`src/rtl/global_avg_pool.sv`:
```
// Per-channel global average over POINTS samples of a channel-interleaved stream; one average per channel.
// Latency: first average valid 2 cycles after the frame's last input, then 2 cycles per channel after each handshake.
// Backpressure: input stalls (in_ready=0) from the frame's last sample until done; each output holds until out_ready.
module global_avg_pool #(
    parameter int DATA_W   = 32,
    parameter int CHANNELS = 8,
    parameter int POINTS   = 49,
    parameter int FRAC     = 16,
    localparam int CH_W    = (CHANNELS > 1) ? $clog2(CHANNELS) : 1
) (
    input  logic                     clock,
    input  logic                     reset,
    input  logic signed [DATA_W-1:0] in_data,
    input  logic                     in_valid,
    output logic                     in_ready,
    output logic signed [DATA_W-1:0] out_data,
    output logic [CH_W-1:0]          out_channel,
    output logic                     out_valid,
    input  logic                     out_ready,
    output logic                     out_last,
    output logic                     done
);

    localparam int RECIP = ((2 ** FRAC) + POINTS - 1) / POINTS;
    localparam int ACC_W = DATA_W + $clog2(POINTS);
    localparam int PT_W  = (POINTS > 1) ? $clog2(POINTS) : 1;
    localparam int R_W   = FRAC + 2;
    localparam int P_W   = ACC_W + R_W;

    localparam logic [CH_W-1:0]         CH_LAST = CH_W'(CHANNELS - 1);
    localparam logic [PT_W-1:0]         PT_LAST = PT_W'(POINTS - 1);
    localparam logic signed [R_W-1:0]   RECIP_S = R_W'(RECIP);
    localparam logic signed [DATA_W-1:0] DMAX   = {1'b0, {(DATA_W-1){1'b1}}};
    localparam logic signed [DATA_W-1:0] DMIN   = {1'b1, {(DATA_W-1){1'b0}}};
    localparam logic signed [P_W-1:0]   PMAX    = P_W'(DMAX);
    localparam logic signed [P_W-1:0]   PMIN    = P_W'(DMIN);

    typedef enum logic [1:0] {ACCUM, CALC, VALID, DONE} state_t;

    state_t                    state, state_n;
    logic signed [ACC_W-1:0]   acc [CHANNELS];
    logic [CH_W-1:0]           ch_cnt;
    logic [CH_W-1:0]           k;
    logic [PT_W-1:0]           pt_cnt;
    logic                      last_q;
    logic                      accept;
    logic                      last_sample;
    logic                      k_last;
    logic                      out_fire;
    logic signed [P_W-1:0]     prod;
    logic signed [P_W-1:0]     quot;
    logic signed [DATA_W-1:0]  avg_sat;

    assign accept      = in_valid && in_ready;
    assign out_fire    = out_valid && out_ready;
    assign last_sample = (ch_cnt == CH_LAST) && (pt_cnt == PT_LAST);
    assign k_last      = (k == CH_LAST);
    assign out_last    = out_valid && last_q;

    always_ff @(posedge clock) begin
        if (reset) begin
            state <= ACCUM;
        end else begin
            state <= state_n;
        end
    end

    always_comb begin
        state_n   = state;
        in_ready  = 1'b0;
        out_valid = 1'b0;
        done      = 1'b0;
        case (state)
            ACCUM: begin
                in_ready = 1'b1;
                if (in_valid && last_sample) begin
                    state_n = CALC;
                end
            end
            CALC: begin
                state_n = VALID;
            end
            VALID: begin
                out_valid = 1'b1;
                if (out_ready) begin
                    state_n = k_last ? DONE : CALC;
                end
            end
            DONE: begin
                done    = 1'b1;
                state_n = ACCUM;
            end
            default: state_n = ACCUM;
        endcase
    end

    // Division by POINTS as a multiply by the rounded-up reciprocal; the shift floors toward -inf.
    always_comb begin
        prod = P_W'(acc[k]) * P_W'(RECIP_S);
        quot = prod >>> FRAC;
        if (quot > PMAX) begin
            avg_sat = DMAX;
        end else if (quot < PMIN) begin
            avg_sat = DMIN;
        end else begin
            avg_sat = quot[DATA_W-1:0];
        end
    end

    always_ff @(posedge clock) begin
        if (reset) begin
            for (int i = 0; i < CHANNELS; i++) begin
                acc[i] <= '0;
            end
            ch_cnt      <= '0;
            pt_cnt      <= '0;
            k           <= '0;
            out_data    <= '0;
            out_channel <= '0;
            last_q      <= 1'b0;
        end else begin
            if (accept) begin
                acc[ch_cnt] <= acc[ch_cnt] + ACC_W'(in_data);
                if (ch_cnt == CH_LAST) begin
                    ch_cnt <= '0;
                    pt_cnt <= (pt_cnt == PT_LAST) ? '0 : pt_cnt + PT_W'(1);
                end else begin
                    ch_cnt <= ch_cnt + CH_W'(1);
                end
                if (last_sample) begin
                    k <= '0;
                end
            end
            if (state == CALC) begin
                out_data    <= avg_sat;
                out_channel <= k;
                last_q      <= k_last;
            end
            // The final handshake leaves everything zeroed so the next frame starts clean.
            if (out_fire) begin
                if (!k_last) begin
                    k <= k + CH_W'(1);
                end else begin
                    for (int i = 0; i < CHANNELS; i++) begin
                        acc[i] <= '0;
                    end
                    ch_cnt <= '0;
                    pt_cnt <= '0;
                    k      <= '0;
                end
            end
        end
    end

endmodule
```
`config.mk`:
```
export PLATFORM = sky130hd
export DESIGN_NAME = global_avg_pool
export DESIGN_NICKNAME = d
export VERILOG_FILES = /design/src/rtl/global_avg_pool.sv
export SDC_FILE = /design/constraint.sdc
export NUM_CORES = 1
export LEC_CHECK = 0
export ABC_AREA = 1
export CAP_MARGIN = 20
export CORE_MARGIN = 4
export CORE_UTILIZATION = 40
export CTS_CLUSTER_SIZE = 40
export DETAILED_ROUTE_END_ITERATION = 8
export PLACE_DENSITY = 0.61
export SETUP_SLACK_MARGIN = 0.15
export SLEW_MARGIN = 20
export SYNTH_ARGS = -nofsm -noshare
export SYNTH_HDL_FRONTEND = slang
export SYNTH_SLANG_ARGS = --single-unit
```
`constraint.sdc`:
```
create_clock -name clock -period 16.7 [get_ports clock]
set_input_delay 1.67 -clock clock [delete_from_list [all_inputs] [get_ports clock]]
set_output_delay 1.67 -clock clock [all_outputs]
set_load 0.02 [all_outputs]
```
== After elaboration in Yosys (flattened, before gate mapping) ==
Memory sizes are Yosys's and may differ from the RTL's. A register that Yosys moved wholly into a read port is not among the register bits.
Cells that the tools add are included.

* Flip-flop bits (word level): 50
* Bits in writable memories: 304
* Output and inout port bits: 39
* Word-level logic and storage cells: 87
* Memories: 1

{| class="wikitable"
|+ Memory list
! memory !! words !! width !! read ports !! clocked after Yosys merged registers in !! wr ports !! RTL line !! text
|-
| acc || 8 || 38 || 2 || 2 || 8 || 41 || <nowiki>logic signed [ACC_W-1:0] acc [CHANNELS];</nowiki>
|}

* Add/subtract/negate cells: 4
* $mul: 1
* Order comparisons: 2
* Equal/unequal tests: 8
* Multiplexer cells: 45
* Bitwise logic cells: 8
* Reductions and logical operators: 11

{| class="wikitable"
|+ Operators with widths
! cell !! count
|-
| 2-to-1 mux 38 bit || 9
|-
| 2-to-1 mux 32 bit || 2
|-
| multiplier 38 x 11 -> 49 bit, second input constant || 1
|-
| adder 38 x 32 -> 38 bit || 1
|-
| OR reduction 38 bit || 1
|-
| 2-to-1 mux 3 bit || 12
|-
| > comparator 34 x 32 -> 1 bit, second input constant || 1
|-
| < comparator 34 x 32 -> 1 bit, second input constant || 1
|-
| 2-to-1 mux 6 bit || 5
|-
| 2-to-1 mux 1 bit || 13
|-
| bitwise OR 1 bit || 8
|-
| one-hot mux 2 bit (4 select lines) || 1
|-
| adder 3 x 1 -> 3 bit, second input constant || 2
|-
| adder 6 x 1 -> 6 bit, second input constant || 1
|-
| equality test 3 bit, second input constant || 2
|-
| equality test 6 bit, second input constant || 1
|-
| 2-to-1 mux 2 bit || 3
|-
| logical AND 1 bit || 5
|-
| equality test 2 bit, second input constant || 2
|-
| != test 2 bit, second input constant || 2
|-
| AND reduction 2 bit || 2
|-
| nonzero test 2 bit || 2
|-
| equality test 2 x 1 -> 1 bit, second input constant || 1
|-
| logical NOT 2 bit || 1
|}

== Longest topological paths before layout ==
Gate-level depths: netlist of the first run.

* Depth after elaboration: 8
* Gate-level depth with buffers: 33
* Mapped depth without buffers: 32

== Least setup slack after synthesis of the first run ==
No wires, ideal clock.

* Path type: register to register
* Start point: register (tool-made name)
* End point: register out_data[19]
* Data arrival time: 5962 ps
* Slack: 10617 ps
* Stages on the path, launching flop included: 27
* Buffers on the path: 4
* Cell sequence: dfxtp_1 -> buf_2 -> clkbuf_1 -> clkbuf_1 -> o21ai_0 -> o22ai_1 -> nor2_1 -> a31oi_1 -> fa_1 -> ha_1 -> fa_1 -> fa_1 -> inv_1 -> fa_1 -> inv_1 -> ha_1 -> nand2_1 -> inv_2 -> a21oi_1 -> nand2_1 -> a21oi_1 -> nand3_1 -> nand2_1 -> nand2_1 -> a21oi_4 -> buf_6 -> a21oi_2

{| class="wikitable"
|+ RTL lines
! what !! RTL line !! text
|-
| to (signal assigned) || 135 || <nowiki>out_data <= avg_sat;</nowiki>
|-
| to (decl) || 16 || <nowiki>output logic signed [DATA_W-1:0] out_data,</nowiki>
|}

==> run metrics, run 1 <==
status=finished clean; clk root buf=clkbuf_16; Critical Path Sink Type=register; Final HPWL DP=60.0 mm; setup bufs post-CTS=0; XOR/XNOR share of the synthesized area=1.88%; Post-Route WL=86.6 mm; Hold Violations, Final=0; fin crit share=47.8%; EDFF count, synth=304; Post-synth top cells=nor2_1, nand2_1, inv_1, edfxtp_1, o21ai_0; DIE HEIGHT=273 um; Critical Path AT=8.43 ns; pin count of the biggest net entering global routing=95; antenna violations before repair=0; CTS Hold Bufs=0; drt first-iter violations=2,097; Unique masters post-synth=59; Post-Layout Cell Count=4,395; relative slew slack=23.9%; area leader, netlist=edfxtp_1; area occupied by multi-input gates=15,400 sq um; Slew Viols, Final=0; PortBufs=74; critical path data required time=17.15 ns; clk_lat worst skew=0.59 ns; Yosys warnings=0; Starting Density=40.7%; Async SR Flop Fraction=0%; average cell area after synthesis=8.26 sq um; maximum clock path buffer count=3; via count=23.5k; die area=74,500 sq um; die width=273 um; unrepaired setup endpoints after global routing=false; met2 GRT Util=38.5%; Register Area=10,200 sq um; Synth top area share=32.5%; Cell Area, Synth=28,100 sq um; Post-CTS Resized=0; Synth Area in Compound Gates=14.7%; Nets=3,830; Setup TNS=0 ns; Leakage=0.0136 uW; met3 Use GR=3.56%; first-pass GRT wire length=132 mm; CTS sink count=357; Most used DFF post-synth=edfxtp_1; Power Density=190 nW/um^2; Max Fanout on Critical Path=94; fill count=6,860; adder-cell share of the synthesized area=19.8%; syn_nets=3,794; vias in the first global route=22.6k; CTS buffer count=41; Area contributors post-synth=edfxtp_1, fa_1, ha_1, nor2_1, nand2_1; core area=69,100 sq um; row cnt=96; vias per std cell=5.35; flops & latches, synth=357; GRT Util Overall=22.8%; P&R area growth vs syn=11.1%; Setup CP Type=reg -> reg; CTS tree=built; largest family of logic cells by synthesized area=adder cells; minimum clock period=7.99 ns; WL/cell=19.7 um; Cell Count Post-Placement=4,325; worst min-delay path category=reg -> reg; gr busiest metal=met2; register area share after synthesis=36.3%; Synth Instances=3,401; Placer Congestion=0.931; Final Skew=0.0310 ns; Congestion Overflow GR=0; post-synthesis mux area share=0%; fraction of layout cells with a size suffix above 1=6.03%; Simple-Gate Fraction of Synth Area=18.4%; DRC=0; clock-pin slew on the worst setup and hold paths=0.06 ns; H-tree Lvls=2; DRT antenna net count=0; number of top-level pins=75; met1 Usage GRT=30.6%; Fmax achieved=125 MHz; first drt pass iteration count=6; Max Cap Violations=0; most frequent cell after synthesis=nor2_1; Worst-Margin Slew=1.14 ns; final setup vio count=0; CP Launch Type=register; diode count=0; VDD IR-drop max=0.000118 V
==> critical path, stage by stage (launching register included) <==
cell and delay (ns):
dfxtp_4 0.35, buf_4 0.57, buf_4 0.79, o21ai_0 0.19, o21ai_0 0.21, a21oi_1 0.07, a31oi_1 0.81, fa_1 0.57
ha_1 0.32, fa_1 0.48, fa_1 0.54, inv_1 0.05, fa_1 0.52, inv_1 0.04, ha_1 0.36, nand2_1 0.12
inv_1 0.06, a21oi_1 0.23, nor2_1 0.06, nor2_1 0.09, nand2_1 0.11, nand2_1 0.12, nand3_1 0.10, nand2_1 0.07
nand2_1 0.10, a21oi_4 0.15, buf_4 0.44, a21oi_1 0.11
==> path summary, 6_finish.rpt <==
path,from,to,slack [ns],cells past startpoint
worst max-delay path,register,out_data[18]$_SDFFE_PP0N_,8.71,27
worst max register to register,register,out_data[18]$_SDFFE_PP0N_,8.71,27
worst min-delay path,last_q$_SDFFE_PP0N_,last_q$_SDFFE_PP0N_,0.46,2
worst min register to register,last_q$_SDFFE_PP0N_,last_q$_SDFFE_PP0N_,0.46,2
==> final cells by class <==
class                           count  area share, %
Clock inverter                     23          0.786
Tap cell                          931           3.73
Inverter                          530           6.38
Timing Repair Buffer              122           3.53
Clock buffer                       47           3.43
Sequential cell                   357           32.7
Multi-Input combinational cell   2385           49.5
==> sequential cells by signal, summed over array words and instances, names as in the netlist, named ones only <==
name	cells
ch_cnt	3
state	2
out_channel	3
out_data	32
pt_cnt	6
k	3
acc	304
last_q	1
==> layer usage <==
layer | up-vias | routed length (um)
met5 | - | 0
li1 | 11300 | -
met3 | 167 | 6790
met4 | 0 | 2580
met2 | 875 | 40000
met1 | 11100 | 37300
==> per-stage QoR <==
step | util [%] | total power, uW | setup slack [ns] | instance area [sq um] | hold slack, ns
final | 45.2 | 5930 | 8.71 | 31200 | 0.458
after CTS | 45.2 | 5940 | 8.73 | 31200 | 0.461
after floorplan | - | 4020 | 10.62 | 28100 | 0.430
after detailed placement | 43.3 | 5040 | 8.76 | 29900 | 0.452
after global placement | 43.3 | 5030 | 8.80 | 29900 | 0.448
after global routing | 45.2 | 6560 | 8.15 | 31200 | 0.500
==> layout by cell type, fill, tap and decap left out, types with 51 or more instances in the layout <==
| cell | instances |
|---|---|
| a21oi_1 | 161 |
| a221oi_1 | 51 |
| nand3_1 | 59 |
| o21ai_0 | 268 |
| ha_1 | 212 |
| dfxtp_1 | 51 |
| clkdlybuf4s50_1 | 74 |
| nor2_1 | 582 |
| fa_1 | 145 |
| nand2_1 | 530 |
| inv_1 | 515 |
| edfxtp_1 | 304 |
==> cells by family after synthesis <==
kind of cell	count (synthesis)
xor+xnor	55
compound gates	685
buf+inv	659
flops	357
simple gates	1287
fa+ha+maj	357
other cells	1
==> where the power goes <==
| part | internal (uW) | switching, uW | leakage, uW |
|---|---|---|---|
| Clock | 510 | 383 | 0.000643 |
| Combinational | 1330 | 2670 | 0.00940 |
| Sequential | 1010 | 18.0 | 0.00358 |
| Total | 2850 | 3080 | 0.0136 |
Power figures use the tool's default switching activity.
==> run 2, diff against run 1 <==
--- a/config.mk
+++ b/config.mk
@@ -11,7 +11,7 @@
 export CORE_UTILIZATION = 40
 export CTS_CLUSTER_SIZE = 40
 export DETAILED_ROUTE_END_ITERATION = 8
-export PLACE_DENSITY = 0.61
+export PLACE_DENSITY = 0.63
 export SETUP_SLACK_MARGIN = 0.15
 export SLEW_MARGIN = 20
 export SYNTH_ARGS = -nofsm -noshare
==> constraint.sdc (replaced) <==
create_clock -name clock -period 6.9 [get_ports clock]
set_input_delay 0.69 -clock clock [delete_from_list [all_inputs] [get_ports clock]]
set_output_delay 0.69 -clock clock [all_outputs]
set_load 0.02 [all_outputs]
==> run metrics, run 2 (synthesis gave the netlist of run 1 again) <==
Hold Violations, Final=0 (unchanged); Logic pwr share=68.2% (+0.6 points); clk_lat worst skew=0.59 ns (about the same); H-tree Lvls=2 (unchanged); Final HPWL DP=60.2 mm (+0.39%); Top reg by flops=acc; Final Skew=0.0240 ns (-0.00701 ns); Post-Route WL=87.6 mm (+1.1%); cell mode on critical path=nand2_1; max reg flops=304 (unchanged); unrepaired setup endpoints after global routing=false; P&R area growth vs syn=12.1%; Critical Path Sink Type=register; CTS buffer count=41 (unchanged); Setup WS post-layout=0.562 ns (-8.15 ns); DRT antenna net count=0 (unchanged); pin count of the biggest net entering global routing=106 (+12%); PortBufs=74 (unchanged); clock-pin slew on the worst setup and hold paths=0.05 ns (about the same); maximum clock path buffer count=3 (unchanged); core area=69,100 sq um (unchanged); Final Core Density=45.6% (+0.41 points); minimum clock period=6.34 ns (-1.65 ns); fill count=6,825 (-0.51%); final setup vio count=0 (unchanged); Power Internal=6910 uW (+140%); antenna violations before repair=1 (+1); Max Fanout on Critical Path=31 (-67%); vias in the first global route=23.4k (+3.6%); die area=74,500 sq um (unchanged); slowest CP cell=fa_1; drt first-iter violations=2,255 (+7.5%); GRT Util Overall=23.1% (+0.32 points); Fmax achieved=158 MHz (+26%); Max Cap Violations=0 (unchanged); Crit path max-delay family=adder cells; Starting Density=40.7% (unchanged); fin crit share=91.9% (+44 points); switching part of the total=51.8% (-0.070 points); pre-CTS setup slack=0.429 ns (-8.33 ns); critical path data required time=7.41 ns (-9.74 ns); commonest non-fill, non-tap cell in the layout=nor2_1; row cnt=96 (unchanged); Critical Path AT=6.85 ns (-1.58 ns); diode count=0 (unchanged); Sequential Power Share=17.3% (about the same); most frequent cells in the layout=nor2_1, nand2_1, inv_1, edfxtp_1, o21ai_0; VDD IR-drop max=0.000306 V (+160%); Nets=3,865 (+0.91%); Setup CP Type=reg -> reg; first-pass GRT wire length=134 mm (+1.8%); vias per std cell=5.40 (+0.94%); slowest cell delay on critical path=0.55 ns (-0.26 ns); first drt pass iteration count=7 (+1); CTS tree=built; Setup TNS=0 ns (unchanged); Power Density=456 nW/um^2 (+140%); worst min-delay path category=reg -> reg; clk root buf=clkbuf_16; DIE HEIGHT=273 um (unchanged); status=finished clean; Sw Pwr=7440 uW (+140%); die width=273 um (unchanged); Leakage=0.0138 uW (+1.3%); Worst-Margin Slew=1.09 ns (-0.0454 ns); CP Buf/Inv Count=8 (+2); DRC=0 (unchanged); area occupied by multi-input gates=15,400 sq um (-0.13%); Largest regs=acc (304), out_data (32), pt_cnt (6); fraction of layout cells with a size suffix above 1=6.85% (+0.82 points); CTS sink count=357 (unchanged); CTS Hold Bufs=0 (unchanged); Register Area=10,200 sq um (unchanged); relative slew slack=26.7% (+2.8 points); CP Launch Type=register; number of top-level pins=75 (unchanged); Placer Congestion=0.929 (-0.27%); Congestion Overflow GR=0 (unchanged); via count=23.9k (+1.8%); Slew Viols, Final=0 (unchanged); clock power share=14.5% (-0.6 points); WL/cell=19.8 um (+0.26%)
==> run 2: power groups by stage <==
| stage | sequential, uW | clock [uW] | combinational [uW] |
|---|---|---|---|
| after global placement | 2530 | 0 | 9680 |
| after CTS | 2480 | 2110 | 9790 |
| after global routing | 2500 | 2200 | 11200 |
| after detailed placement | 2530 | 0 | 9740 |
| after floorplan | 2520 | 0 | 7220 |
| final | 2490 | 2080 | 9780 |
==> run 2: path summary, 6_finish.rpt <==
path | end | from | slack (ns) | cells after the start
max | out_data[1]$_SDFFE_PP0N_ | register | 0.56 | 30
min | last_q$_SDFFE_PP0N_ | last_q$_SDFFE_PP0N_ | 0.46 | 2
max reg2reg | out_data[1]$_SDFFE_PP0N_ | register | 0.56 | 30
min reg2reg | last_q$_SDFFE_PP0N_ | last_q$_SDFFE_PP0N_ | 0.46 | 2
==> run 2: per-stage QoR <==
step | cell area, sq um | instances | total power [uW] | hold slack, ns
2_1_floorplan | 28100 | 3401 | 9740 | 0.430
3_3_place_gp | 30200 | 4360 | 12200 | 0.458
3_5_place_dp | 30200 | 4360 | 12300 | 0.460
4_1_cts | 31500 | 4433 | 14400 | 0.469
5_1_grt | 31500 | 4433 | 15900 | 0.495
6_report | 31500 | 4433 | 14400 | 0.460
==> run 2: cell type report <==
class,count,share of cell area [%]
Clock buffer,52,3.40
Clock inverter,21,0.584
Inverter,530,6.32
Multi-Input combinational cell,2385,49.0
Sequential cell,357,32.4
Tap cell,931,3.70
Timing Repair Buffer,157,4.65
==> run 2: tightest hold or removal path: stages, from the launching register on <==
cell and delay [ns]:
dfxtp_1 0.29, inv_1 0.06, a21oi_1 0.06
==> run 2: routing by layer <==
metal | GRT usage (%) | vias to the layer above | share of wire (%)
li1 | - | 11400 | -
met1 | 31.0 | 11300 | 42
met2 | 38.2 | 1072 | 45
met3 | 3.68 | 213 | 9.3
met4 | 8.20 | 2 | 3.8
met5 | 0 | - | 0.0091
==> run 2: timing repair <==
action	in CTS	in global routing
setup buffers	0	0
hold endpoints to repair	0	0
resized for setup	0	1
endpoints found under the setup margin	0	31
==> run 3, diff against run 2 <==
--- a/config.mk
+++ b/config.mk
@@ -8,11 +8,13 @@
 export ABC_AREA = 1
 export CAP_MARGIN = 20
 export CORE_MARGIN = 4
-export CORE_UTILIZATION = 40
+export CORE_UTILIZATION = 45
 export CTS_CLUSTER_SIZE = 40
 export DETAILED_ROUTE_END_ITERATION = 8
-export PLACE_DENSITY = 0.63
+export DONT_BUFFER_PORTS = 1
+export PLACE_DENSITY = 0.67
 export SETUP_SLACK_MARGIN = 0.15
+export SKIP_CTS_REPAIR_TIMING = 1
 export SLEW_MARGIN = 20
 export SYNTH_ARGS = -nofsm -noshare
 export SYNTH_HDL_FRONTEND = slang
==> run metrics, run 3 (synthesis gave the netlist of run 1 again) <==
Worst-Margin Slew=1.12 ns (+0.0274 ns); clk root buf=clkbuf_16; final setup vio count=0 (unchanged); fin crit share=92.5% (+0.62 points); area occupied by multi-input gates=15,400 sq um (about the same); slowest CP cell=fa_1; CP Buf/Inv Count=8 (unchanged); Setup WS post-layout=0.519 ns (-0.0430 ns); unrepaired setup endpoints after global routing=false; CTS tree=built; H-tree Lvls=2 (unchanged); status=finished clean; Fmax achieved=157 MHz (-0.67%); Nets=3,779 (-2.2%); number of top-level pins=75 (unchanged); Setup TNS=0 ns (unchanged); Register Area=10,200 sq um (unchanged); DRC=0 (unchanged); row cnt=91 (-5.2%); Critical Path Sink Type=register; core area=61,700 sq um (-11%); vias in the first global route=22.8k (-2.5%); R2R cell count=28 (-6.7%); Setup CP Type=reg -> reg; Top reg by flops=acc; max reg flops=304 (unchanged); Starting Density=45.5% (+4.8 points); Post-Route WL=84.9 mm (-3.1%); die width=258 um (-5.6%); worst min-delay path category=in -> reg; Placer Congestion=0.981 (+5.6%); via count=23.5k (-1.9%); Hold Violations, Final=0 (unchanged); WL/cell=20.0 um (+0.96%); Leakage=0.0135 uW (-2.5%); Final HPWL DP=58.9 mm (-2.2%); maximum clock path buffer count=3 (unchanged); antenna violations before repair=2 (+1); Crit path max-delay family=adder cells; most frequent cells in the layout=nor2_1, nand2_1, inv_1, edfxtp_1, o21ai_0; Power Density=463 nW/um^2 (+1.7%); Max Cap Violations=0 (unchanged); PortBufs=0 (-100%); fraction of layout cells with a size suffix above 1=6.61% (-0.24 points); Largest regs=acc (304), out_data (32), pt_cnt (6); pre-CTS setup slack=0.391 ns (-0.0382 ns); slowest cell delay on critical path=0.55 ns (about the same); relative slew slack=24.9% (-1.8 points); clk_lat worst skew=0.59 ns (about the same); depth of the worst hold-timing path=1 (-1); DRT antenna net count=0 (unchanged); first-pass GRT wire length=131 mm (-2.4%); DIE HEIGHT=258 um (-5.6%); minimum clock period=6.38 ns (+0.0430 ns); Congestion Overflow GR=0 (unchanged); CTS buffer count=40 (-2.4%); critical path data required time=7.35 ns (-0.06 ns); VDD IR-drop max=0.000309 V (+0.93%); die area=66,500 sq um (-11%); CTS sink count=357 (unchanged); Final Skew=0.0275 ns (+0.00348 ns); drt first-iter violations=2,194 (-2.7%); P&R area growth vs syn=8.72%; GRT Util Overall=25.1% (+2.0 points); hold slack final=0.182 ns (-0.277 ns); pin count of the biggest net entering global routing=85 (-20%); first drt pass iteration count=5 (-2); Max Fanout on Critical Path=38 (+23%); CP Launch Type=register; diode count=0 (unchanged); vias per std cell=5.52 (+2.3%); commonest non-fill, non-tap cell in the layout=nor2_1; Critical Path AT=6.83 ns (-0.02 ns); Slew Viols, Final=0 (unchanged); clock-pin slew on the worst setup and hold paths=0.06 ns (about the same); critical path depth in cells=28 (-6.7%); fill count=5,838 (-14%)
## run 3: changes by cell type in the layout (fill, tap and decap cells not counted), moves of 2 or more
cell,delta
clkdlybuf4s50_1,-74
buf_4,-11
clkbuf_1,+5
buf_12,-3
clkbuf_2,-3
clkinvlp_4,+3
inv_6,-3
buf_6,+2
clkinv_1,-2
nand2_2,-2
nand2_4,+2
## run 3: layout make-up
cell class              instances  area share [%]
clock buffers                  54            3.49
clock inverters                19           0.602
inverters                     530            6.52
multi-input cells            2385            50.5
flip-flops and latches        357            33.4
well taps                     837            3.43
repair buffers                 72            2.02
## run 3: power breakdown
group	internal [uW]	leakage [uW]	switching [uW]
Combinational	3240	0.00929	6370
Sequential	2440	0.00358	43.9
Clock	1140	0.000594	912
## run 3: path summary, 6_finish.rpt
kind,from,to,slack (ns)
max,register,out_data[18]$_SDFFE_PP0N_,0.52
min,reset,state[1]$_SDFFE_PP0P_,0.18
max reg2reg,register,out_data[18]$_SDFFE_PP0N_,0.52
min reg2reg,last_q$_SDFFE_PP0N_,last_q$_SDFFE_PP0N_,0.47
## run 3: metal layers
| layer | global-route usage (%) | vias up | part of all wire [%] | wire length [um] |
|---|---|---|---|---|
| met5 | 0 | - | 0.031 | 26 |
| met4 | 8.35 | 4 | 3.4 | 2910 |
| met3 | 4.86 | 202 | 10 | 8670 |
| met2 | 41.1 | 1160 | 46 | 38600 |
| met1 | 33.8 | 10900 | 41 | 34600 |
| li1 | - | 11200 | - | - |
## run 3: worst register-to-register path: cells and delay by family, from the launching register on
family,cells,cell delay (ns)
AO/OA/AOI/OAI,5,0.79
buffers and inverters,8,1.38
adder cells (fa/ha/maj),6,2.73
AND/OR/NAND/NOR,9,1.02
flip-flops,1,0.37
## run 3: through the flow
stage / power, uW / instance area (sq um) / util [%] / instances
after detailed placement: 12100 / 29300 / 47.4 / 4181
after floorplan: 9740 / 28100 / - / 3401
after global placement: 12000 / 29300 / 47.4 / 4180
after CTS: 14100 / 30500 / 49.5 / 4254
after global routing: 15600 / 30500 / 49.5 / 4254
final: 14100 / 30500 / 49.5 / 4254
